<file path="src/rtl/spi_pkg.sv">
// Shared SPI definitions: FSM state encoding, default frame width and the
// {CPol,CPha} mode encoding that the master also uses.
package spi_pkg;

  localparam int DATA_W_DEF = 8;

  // One-hot FSM states
  localparam logic [3:0] ST_IDLE  = 4'b0001;
  localparam logic [3:0] ST_LOAD  = 4'b0010;
  localparam logic [3:0] ST_SHIFT = 4'b0100;
  localparam logic [3:0] ST_DONE  = 4'b1000;

  typedef enum logic [1:0] {
    SPI_MODE0 = 2'b00,
    SPI_MODE1 = 2'b01,
    SPI_MODE2 = 2'b10,
    SPI_MODE3 = 2'b11
  } spi_mode_e;

  // Data is sampled on the rising SCK edge exactly when CPol equals CPha.
  function automatic logic sample_on_rise(input spi_mode_e mode);
    return mode[1] == mode[0];
  endfunction

endpackage

</file>
<file path="src/rtl/spi_sync_edge.sv">
// Two-flop synchroniser for an asynchronous pin plus a third flop whose
// comparison with the synchronised level flags any edge (rise/fall by level).
module spi_sync_edge
  import spi_pkg::*;
#(
  parameter logic RST_VAL = 1'b0
) (
  input  logic clk,
  input  logic rst,
  input  logic d_in,
  output logic lvl,
  output logic chg
);

  logic [2:0] sync_q;
  logic [2:0] sync_d;

  always_comb begin
    sync_d = {sync_q[1:0], d_in};
  end

  always_ff @(posedge clk) begin
    if (rst) begin
      sync_q <= {3{RST_VAL}};
    end else begin
      sync_q <= sync_d;
    end
  end

  assign lvl = sync_q[1];
  assign chg = sync_q[1] ^ sync_q[2];

endmodule

</file>
<file path="src/rtl/spi_slave.sv">
// SPI responder, all four modes, MSB first, oversampled on Clk (Clk >= 8x SCK).
// Optional SPI_SLAVE_OVERRUN_EN adds RxAck/Overrun receive-overrun tracking.
module spi_slave
  import spi_pkg::*;
#(
  parameter int               DATA_W  = DATA_W_DEF,
  parameter logic [DATA_W-1:0] TX_IDLE = {DATA_W{1'b1}}
) (
  input  logic              Clk,
  input  logic              Rst,
  input  logic              CPol,
  input  logic              CPha,
  input  logic              SCK,
  input  logic              SS_n,
  input  logic              MOSI,
  output logic              MISO,
  output logic              MisoOe,
  input  logic [DATA_W-1:0] TxData,
  input  logic              TxWrite,
  output logic              TxReady,
  output logic [DATA_W-1:0] RxData,
  output logic              RxValid,
  output logic              Busy
`ifdef SPI_SLAVE_OVERRUN_EN
  ,
  input  logic              RxAck,
  output logic              Overrun
`endif
);

  localparam int               CNT_W    = $clog2(DATA_W + 1);
  localparam logic [CNT_W-1:0] CNT_LAST = CNT_W'(DATA_W - 1);

  logic sck_lvl, sck_chg, ss_lvl, ss_chg;
  logic [1:0] mosi_s_q, mosi_s_d;
  spi_mode_e mode;
  logic sample_edge, shift_edge, ss_fall, ss_rise;

  spi_sync_edge #(.RST_VAL(1'b0)) u_sck_sync (
    .clk(Clk), .rst(Rst), .d_in(SCK), .lvl(sck_lvl), .chg(sck_chg)
  );
  spi_sync_edge #(.RST_VAL(1'b1)) u_ss_sync (
    .clk(Clk), .rst(Rst), .d_in(SS_n), .lvl(ss_lvl), .chg(ss_chg)
  );

  assign mode        = spi_mode_e'({CPol, CPha});
  assign sample_edge = sck_chg & (sck_lvl == sample_on_rise(mode));
  assign shift_edge  = sck_chg & (sck_lvl != sample_on_rise(mode));
  assign ss_fall     = ss_chg & ~ss_lvl;
  assign ss_rise     = ss_chg & ss_lvl;

  logic [3:0]        state_q, state_d;
  logic [CNT_W-1:0]  cnt_q, cnt_d;
  logic [DATA_W-1:0] tx_sh_q, tx_sh_d, rx_sh_q, rx_sh_d;
  logic [DATA_W-1:0] hold_q, hold_d, rx_data_q, rx_data_d;
  logic              tx_ready_q, tx_ready_d, rx_valid_q, rx_valid_d, miso_q, miso_d;
  logic [DATA_W-1:0] tx_word;
`ifdef SPI_SLAVE_OVERRUN_EN
  logic              rx_pend_q, rx_pend_d, overrun_q, overrun_d;
`endif

  assign tx_word = tx_ready_q ? TX_IDLE : hold_q;

  always_comb begin
    mosi_s_d   = {mosi_s_q[0], MOSI};
    state_d    = state_q;
    cnt_d      = cnt_q;
    tx_sh_d    = tx_sh_q;
    rx_sh_d    = rx_sh_q;
    hold_d     = hold_q;
    rx_data_d  = rx_data_q;
    tx_ready_d = tx_ready_q;
    rx_valid_d = 1'b0;
    miso_d     = miso_q;
`ifdef SPI_SLAVE_OVERRUN_EN
    rx_pend_d  = rx_pend_q & ~RxAck;
    overrun_d  = overrun_q & ~RxAck;
`endif

    if (TxWrite && tx_ready_q) begin
      hold_d     = TxData;
      tx_ready_d = 1'b0;
    end

    case (state_q)
      ST_IDLE: begin
        if (ss_fall) state_d = ST_LOAD;
      end
      ST_LOAD: begin
        if (ss_rise) begin
          state_d = ST_IDLE;
        end else begin
          tx_sh_d    = tx_word;
          miso_d     = tx_word[DATA_W-1];
          cnt_d      = '0;
          hold_d     = TxWrite ? TxData : hold_q;
          tx_ready_d = ~TxWrite;
          state_d    = ST_SHIFT;
        end
      end
      ST_SHIFT: begin
        if (ss_rise) begin
          state_d = ST_IDLE;
        end else if (sample_edge) begin
          rx_sh_d = {rx_sh_q[DATA_W-2:0], mosi_s_q[1]};
          cnt_d   = cnt_q + CNT_W'(1);
          if (cnt_q == CNT_LAST) state_d = ST_DONE;
        end else if (shift_edge && cnt_q != '0) begin
          // Shift edges before the first sample (CPha=1 opener, or the CPha=0
          // trailing edge left over from a previous back-to-back frame) hold the MSB.
          tx_sh_d = {tx_sh_q[DATA_W-2:0], 1'b0};
          miso_d  = tx_sh_q[DATA_W-2];
        end
      end
      ST_DONE: begin
        rx_data_d  = rx_sh_q;
        rx_valid_d = 1'b1;
`ifdef SPI_SLAVE_OVERRUN_EN
        if (rx_pend_d) overrun_d = 1'b1;
        rx_pend_d = 1'b1;
`endif
        state_d = ss_lvl ? ST_IDLE : ST_LOAD;
      end
      default: state_d = ST_IDLE;
    endcase
  end

  always_ff @(posedge Clk) begin
    if (Rst) begin
      mosi_s_q   <= '0;
      state_q    <= ST_IDLE;
      cnt_q      <= '0;
      tx_sh_q    <= '0;
      rx_sh_q    <= '0;
      hold_q     <= '0;
      rx_data_q  <= '0;
      tx_ready_q <= 1'b1;
      rx_valid_q <= 1'b0;
      miso_q     <= 1'b0;
`ifdef SPI_SLAVE_OVERRUN_EN
      rx_pend_q  <= 1'b0;
      overrun_q  <= 1'b0;
`endif
    end else begin
      mosi_s_q   <= mosi_s_d;
      state_q    <= state_d;
      cnt_q      <= cnt_d;
      tx_sh_q    <= tx_sh_d;
      rx_sh_q    <= rx_sh_d;
      hold_q     <= hold_d;
      rx_data_q  <= rx_data_d;
      tx_ready_q <= tx_ready_d;
      rx_valid_q <= rx_valid_d;
      miso_q     <= miso_d;
`ifdef SPI_SLAVE_OVERRUN_EN
      rx_pend_q  <= rx_pend_d;
      overrun_q  <= overrun_d;
`endif
    end
  end

  assign MISO    = miso_q;
  assign MisoOe  = (state_q != ST_IDLE);
  assign Busy    = (state_q != ST_IDLE);
  assign TxReady = tx_ready_q;
  assign RxData  = rx_data_q;
  assign RxValid = rx_valid_q;
`ifdef SPI_SLAVE_OVERRUN_EN
  assign Overrun = overrun_q;
`endif

endmodule

</file>
<file path="config.mk">
export PLATFORM = sky130hd
export DESIGN_NAME = spi_slave
export DESIGN_NICKNAME = d
export VERILOG_FILES = /design/src/rtl/spi_pkg.sv /design/src/rtl/spi_sync_edge.sv /design/src/rtl/spi_slave.sv
export SDC_FILE = /design/constraint.sdc
export NUM_CORES = 1
export LEC_CHECK = 0
export ABC_AREA = 1
export CAP_MARGIN = 10
export CORE_MARGIN = 2
export CORE_UTILIZATION = 30
export DETAILED_ROUTE_END_ITERATION = 6
export PLACE_DENSITY = 0.59
export RECOVER_POWER = 25
export SLEW_MARGIN = 30
export SYNTH_ARGS = -nofsm -noshare
export SYNTH_HDL_FRONTEND = slang
export SYNTH_SLANG_ARGS = --single-unit
</file>
<file path="constraint.sdc">
create_clock -name Clk -period 1.4 [get_ports Clk]
set_input_delay 0.21 -clock Clk [delete_from_list [all_inputs] [get_ports Clk]]
set_output_delay 0.21 -clock Clk [all_outputs]
set_load 0.01 [all_outputs]
</file>
# Yosys cells after proc, flatten, opt, wreduce, memory -nomap -nowiden
# Index checks and enable logic that the tools add are counted.
[totals] register_bits=50 inputBits=16 out_inout_bits=13 word_cells=78
[op_classes] addsub=1 n_eq_ne=18 mux=30 bitwise=9 n_reduce_logical=8
[op_table] operator="8-bit two-way mux" count=5
[op_table] operator="4-bit two-way mux" count=7
[op_table] operator="7-bit two-way mux" count=4
[op_table] operator="4-bit case mux with 4 select lines" count=1
[op_table] operator="7-bit case mux with 2 select lines" count=1
[op_table] operator="2-bit != test (second input constant)" count=6
[op_table] operator="3-bit != test (second input constant)" count=3
[op_table] operator="4-bit by 3-bit == test with 1-bit output (second input constant)" count=2
[op_table] operator="1-bit two-way mux" count=8
[op_table] operator="4-bit case mux with 2 select lines" count=1
[op_table] operator="3-bit AND reduction" count=2
[op_table] operator="5-bit AND reduction" count=1
[op_table] operator="4-bit by 1-bit adder with 4-bit output (second input constant)" count=1
[op_table] operator="1-bit AND" count=4
[op_table] operator="4-bit by 1-bit == test with 1-bit output (second input constant)" count=1
[op_table] operator="4-bit by 2-bit == test with 1-bit output (second input constant)" count=1
[op_table] operator="4-bit == test (second input constant)" count=1
[op_table] operator="4-bit by 1-bit != test with 1-bit output (second input constant)" count=1
[op_table] operator="4-bit AND reduction" count=1
[op_table] operator="4-bit nonzero test" count=1
[op_table] operator="3-bit two-way mux" count=1
[op_table] operator="1-bit inverter" count=3
[op_table] operator="1-bit == test" count=2
[op_table] operator="1-bit logical AND" count=2
[op_table] operator="5 further kinds" count=6

# Depth between registers and ports, before layout
[logic_depth] depth_word=8 mapped_depth=10 depth_no_buf=10

# Modules after synthesis
# A second synthesis with hierarchy kept.
[hier_totals] hier_cells=295 area_unflattened_um2=2183.3
[modules_own_cells] module="spi_slave" instances=1 cells_each=271 area_each_um2=1988.2 seq_area_each_um2=880.8
[modules_own_cells] module="spi_sync_edge (u_sck_sync)" instances=1 cells_each=13 area_each_um2=97.6 seq_area_each_um2=60.1
[modules_own_cells] module="spi_sync_edge (u_ss_sync)" instances=1 cells_each=11 area_each_um2=97.6 seq_area_each_um2=60.1

# Worst setup path after synthesis
# Ideal clock, no wire load.
[synth_path] path_kind="reg-to-reg" from="register cnt_q[0]" to="register tx_sh_q[0]" setup_ns=0.132 arrival_time_ns=1.192 required_time_ns=1.268 setup_slack_ns=0.075 stages_incl_launch_ff=11 n_path_buf=0 synth_period_minus_slack_ns=1.325 cell_sequence="dfxtp_1 -> inv_1 -> ha_1 -> nand2_1 -> nor2_1 -> nor2_1 -> nand2_1 -> nand2_2 -> nand2_1 -> nand2_1 -> a21oi_1"
[synth_between] elab_chain_len=4
[synth_rtl] item="from (decl)" line="spi_slave.sv:53" text="logic [CNT_W-1:0] cnt_q, cnt_d;"
[synth_rtl] item="from (signal assigned)" line="spi_slave.sv:147" text="cnt_q <= cnt_d;"
[synth_rtl] item="4-bit nonzero test" line="spi_slave.sv:108" text="end else if (shift_edge && cnt_q != '0) begin"
[synth_rtl] item="1-bit logical AND" line="spi_slave.sv:108"
[synth_rtl] item="2-bit != test (no line)"
[synth_rtl] item="5-bit AND reduction (no line)"
[synth_rtl] item="to (signal assigned)" line="spi_slave.sv:148" text="tx_sh_q <= tx_sh_d;"
[synth_rtl] item="to (decl)" line="spi_slave.sv:54" text="logic [DATA_W-1:0] tx_sh_q, tx_sh_d, rx_sh_q, rx_sh_d;"
# No other way between the ends.
# A chain may end at the register's enable or synchronous reset.

# Worst setup path after layout
[layout_path] from="register state_q[1]" to="register tx_sh_q[3]"
[layout_between] elab_chain_len=3 word_cells_on_any_way=9 classes_between="eq/ne (6); mux (1); reduce/logical (2)"
[layout_rtl] item="from (decl)" line="spi_slave.sv:52" text="logic [3:0] state_q, state_d;"
[layout_rtl] item="from (signal assigned)" line="spi_slave.sv:146" text="state_q <= state_d;"
[layout_rtl] item="4-bit by 3-bit == test with 1-bit output / 4-bit by 2-bit == test with 1-bit output (equally long branches)" line="spi_slave.sv:85" text="case (state_q)"
[layout_rtl] item="2-bit != test (no line) / 2-bit nonzero test (equally long branches)"
[layout_rtl] item="5-bit AND reduction (no line)"
# Several ways; a longest one is shown, not always the timed one.

==> metrics.txt <==
first-pass GRT wire length=7.45 mm; Worst Hold Launch=u_sck_sync.sync_q[0]; initial antenna violation count=0; RSZ-0062 raised after global routing=yes; FILL cells=683; Clock Tree Buf Depth=2; post-synth top area share=48.4%; IO buf count=28; Cells after Synth=284; final non-filler cell total=412; Seq pwr share=49.2%; layout cells sized above 1=22.6%; CTS tree=yes; post-synthesis net count=302; Worst Setup Slack, final=0.0202 ns; GPL Wtd Cong=0.804; Nets=349; TritonCTS Sinks=50; Setup crit start kind=flip-flop; reg-to-reg endpoint=tx_sh_q[3]; Avg WL per Cell=10.7 um; Final Hold Violating Endpoints=0; die area=7580 um^2; Die Wd=87.1 um; multi-input logic area=1020 um^2; GR Overflow Total=0; first drt pass iteration count=5; Post-DP Area=2560 um^2; reg2reg path depth=7; Static Leak=1.29 nW; CORE AREA=6720 um^2; dpl ws=-0.226 ns; Fmax=725 MHz; post-layout min period=1.38 ns; status=completed; Final setup violation count=0; I/O pin count=29; sw power=1.02 mW; Syn-to-layout area delta=35.3%; DRC Markers=0; pwr/cell area=1190 nW/um^2; Final Skew=0.00815 ns; worst vdd ir=0.369 mV; Placed Cells=401; number of global-route vias before repair=1693; Worst-Skew Late Latency=0.30 ns; Clk network pwr share=24.8%; Hold EP=u_sck_sync.sync_q[1]; H-tree levels=2; synth warn=0; CP Max Fanout=7; DPL Wire Length=3.04 mm; vias=1875; fin util=41.7%; Worst setup EP type=flip-flop; Sw Share=30.7%; via/cell ratio=4.55; Routed Wire Length=4.41 mm; cell row count=30; FF+latch area=1010 um^2; TritonCTS Buffers=5; fin. max-slew vios=0; Slew @ Worst Pin=0.267 ns; Die H=87.1 um; flop-to-flop setup slack=0.02 ns; initial drt markers=53; Yosys cell types=27; Syn Std Cell Area=2070 um^2; most area-hungry cell type in the Yosys netlist=dfxtp_1; CTS clk-pin slew, worst paths=0.09 ns; number of cells on the worst hold path=2; CP Data Arrival Time=1.61 ns; Seq/Total Area, Yosys=48.4%; Setup CP Type=reg2reg; combinational share of power=26.0%; pin count of the biggest net entering global routing=16; period utilisation layout=98.6%; Final ANT Viol Nets=0; Int Pwr=2.31 mW; CP required=1.63 ns; syn_area_per_cell=7.29 um^2; FF+latch count, synth=50; Max-Cap Viols=0; worst r2r src=state_q[1]; max_slew headroom=82.2%; GR Util All Layers=12.4%; ANT cells=0; Area contributors post-synth=dfxtp_1 (48%), nand2_1 (11%), nor2_1 (8.7%), o21ai_0 (6.5%), a21oi_1 (5.1%); hold crit path type=reg2reg; WHS=0.402 ns; Finished Cell Area=2800 um^2; Root Buffer=clkbuf_8; Initial Utilization=30.8%
-- cell usage after synthesis, drive strengths merged --
master,n
nand3,18
buf,6
nand2,65
xor2,1
dfxtp,50
o21bai,1
ha,2
clkinv,1
nor2,52
o21ai,28
inv,28
o211ai,1
a21oi,22
clkbuf,4
nand4,1
nand3b,1
or2,2
nor3,1
-- per-layer routing --
layer | vias up | routed length, um | GRT usage [%]
met3 | 6 | 144 | 2.56
li1 | 990 | - | -
met4 | 0 | 65 | 5.11
met5 | - | 0 | 0
met1 | 844 | 2260 | 17.3
met2 | 35 | 1940 | 18.7
-- cells by family (layout without fill, tap and decap cells) --
logic type / Yosys count / in the layout / synth area share (%)
fa+ha+maj: 2 / 2 / 1.21
xor+xnor: 1 / 1 / 0.423
compound gates: 52 / 52 / 13.5
flops: 50 / 50 / 48.4
simple gates: 140 / 140 / 28.4
buf+inv: 39 / 87 / 8.10
-- timing repair --
action | in CTS | in global routing
gates resized for setup | 10 | 57
buffers inserted | 0 | 3
endpoints found under the setup margin | 15 | 44
pin swaps | 0 | 17
hold buffers | 0 | 0
-- flip-flops by register name, indices dropped and copies added, names as in the netlist --
signal	flops
hold_q	8
u_ss_sync.sync_q	3
TxReady	1
rx_sh_q	8
mosi_s_q	2
tx_sh_q	7
u_sck_sync.sync_q	3
cnt_q	4
MISO	1
RxData	8
state_q	4
RxValid	1
-- how the worst max path moves through the flow --
stage | cells past startpoint | to | slack (ns) | start
2_1_floorplan | 10 | tx_sh_q[0] | 0.08 | cnt_q[0]
3_3_place_gp | 10 | tx_sh_q[4] | -0.18 | CPol
3_5_place_dp | 10 | tx_sh_q[0] | -0.23 | CPol
4_1_cts | 3 | Busy | -0.02 | state_q[3]
5_1_grt | 7 | tx_sh_q[1] | -0.08 | state_q[1]
6_report | 7 | tx_sh_q[3] | 0.02 | state_q[1]
-- per-stage QoR --
step                power, mW  setup TNS (ns)
detailed placement       2.51           -4.37
finish                   3.33               0
global route             3.56          -0.956
CTS                      3.30         -0.0372
floorplan                2.15               0
global placement         2.49           -3.54
-- power by group through the flow --
stage               logic [mW]  registers [mW]  clock network, mW
detailed placement       0.853            1.65                  0
finish                   0.866            1.64              0.825
CTS                      0.809            1.62              0.861
global placement         0.842            1.65                  0
global route             0.984            1.66              0.920
floorplan                0.487            1.66                  0
-- critical path, cell delays in order (launching register included) --
cell and delay [ns]:
dfxtp_2 0.35, inv_2 0.04, nor2_1 0.12, nand2_2 0.11, a21oi_4 0.29, buf_6 0.19, nand3_1 0.08, a21oi_1 0.14
-- layout make-up --
class	count	share of cell area (%)
Multi-Input combinational cell	195	36.3
Clock buffer	6	2.59
Tap cell	80	3.57
Timing Repair Buffer	50	16.9
Sequential cell	50	36.0
Clock inverter	2	0.492
Inverter	29	4.11
-- layout by cell type, fill, tap and decap left out, types with 2 or more instances in the layout --
cell type and n:
nand2_4 2, buf_12 2, a21oi_2 5, a21oi_1 16
nor2_2 4, buf_6 2, dfxtp_2 6, dlygate4sd2_1 5
inv_2 4, dfxtp_1 44, or2_2 2, nand2_1 59
nand3_1 11, inv_1 22, o21ai_1 10, clkdlybuf4s50_1 15
clkbuf_8 5, nor2_4 3, buf_4 18, nand2_2 4
nand3_2 7, dlymetal6s2s_1 5, o21ai_0 16, clkbuf_2 2
nor2_1 45
(Power assumes the default switching activity.)
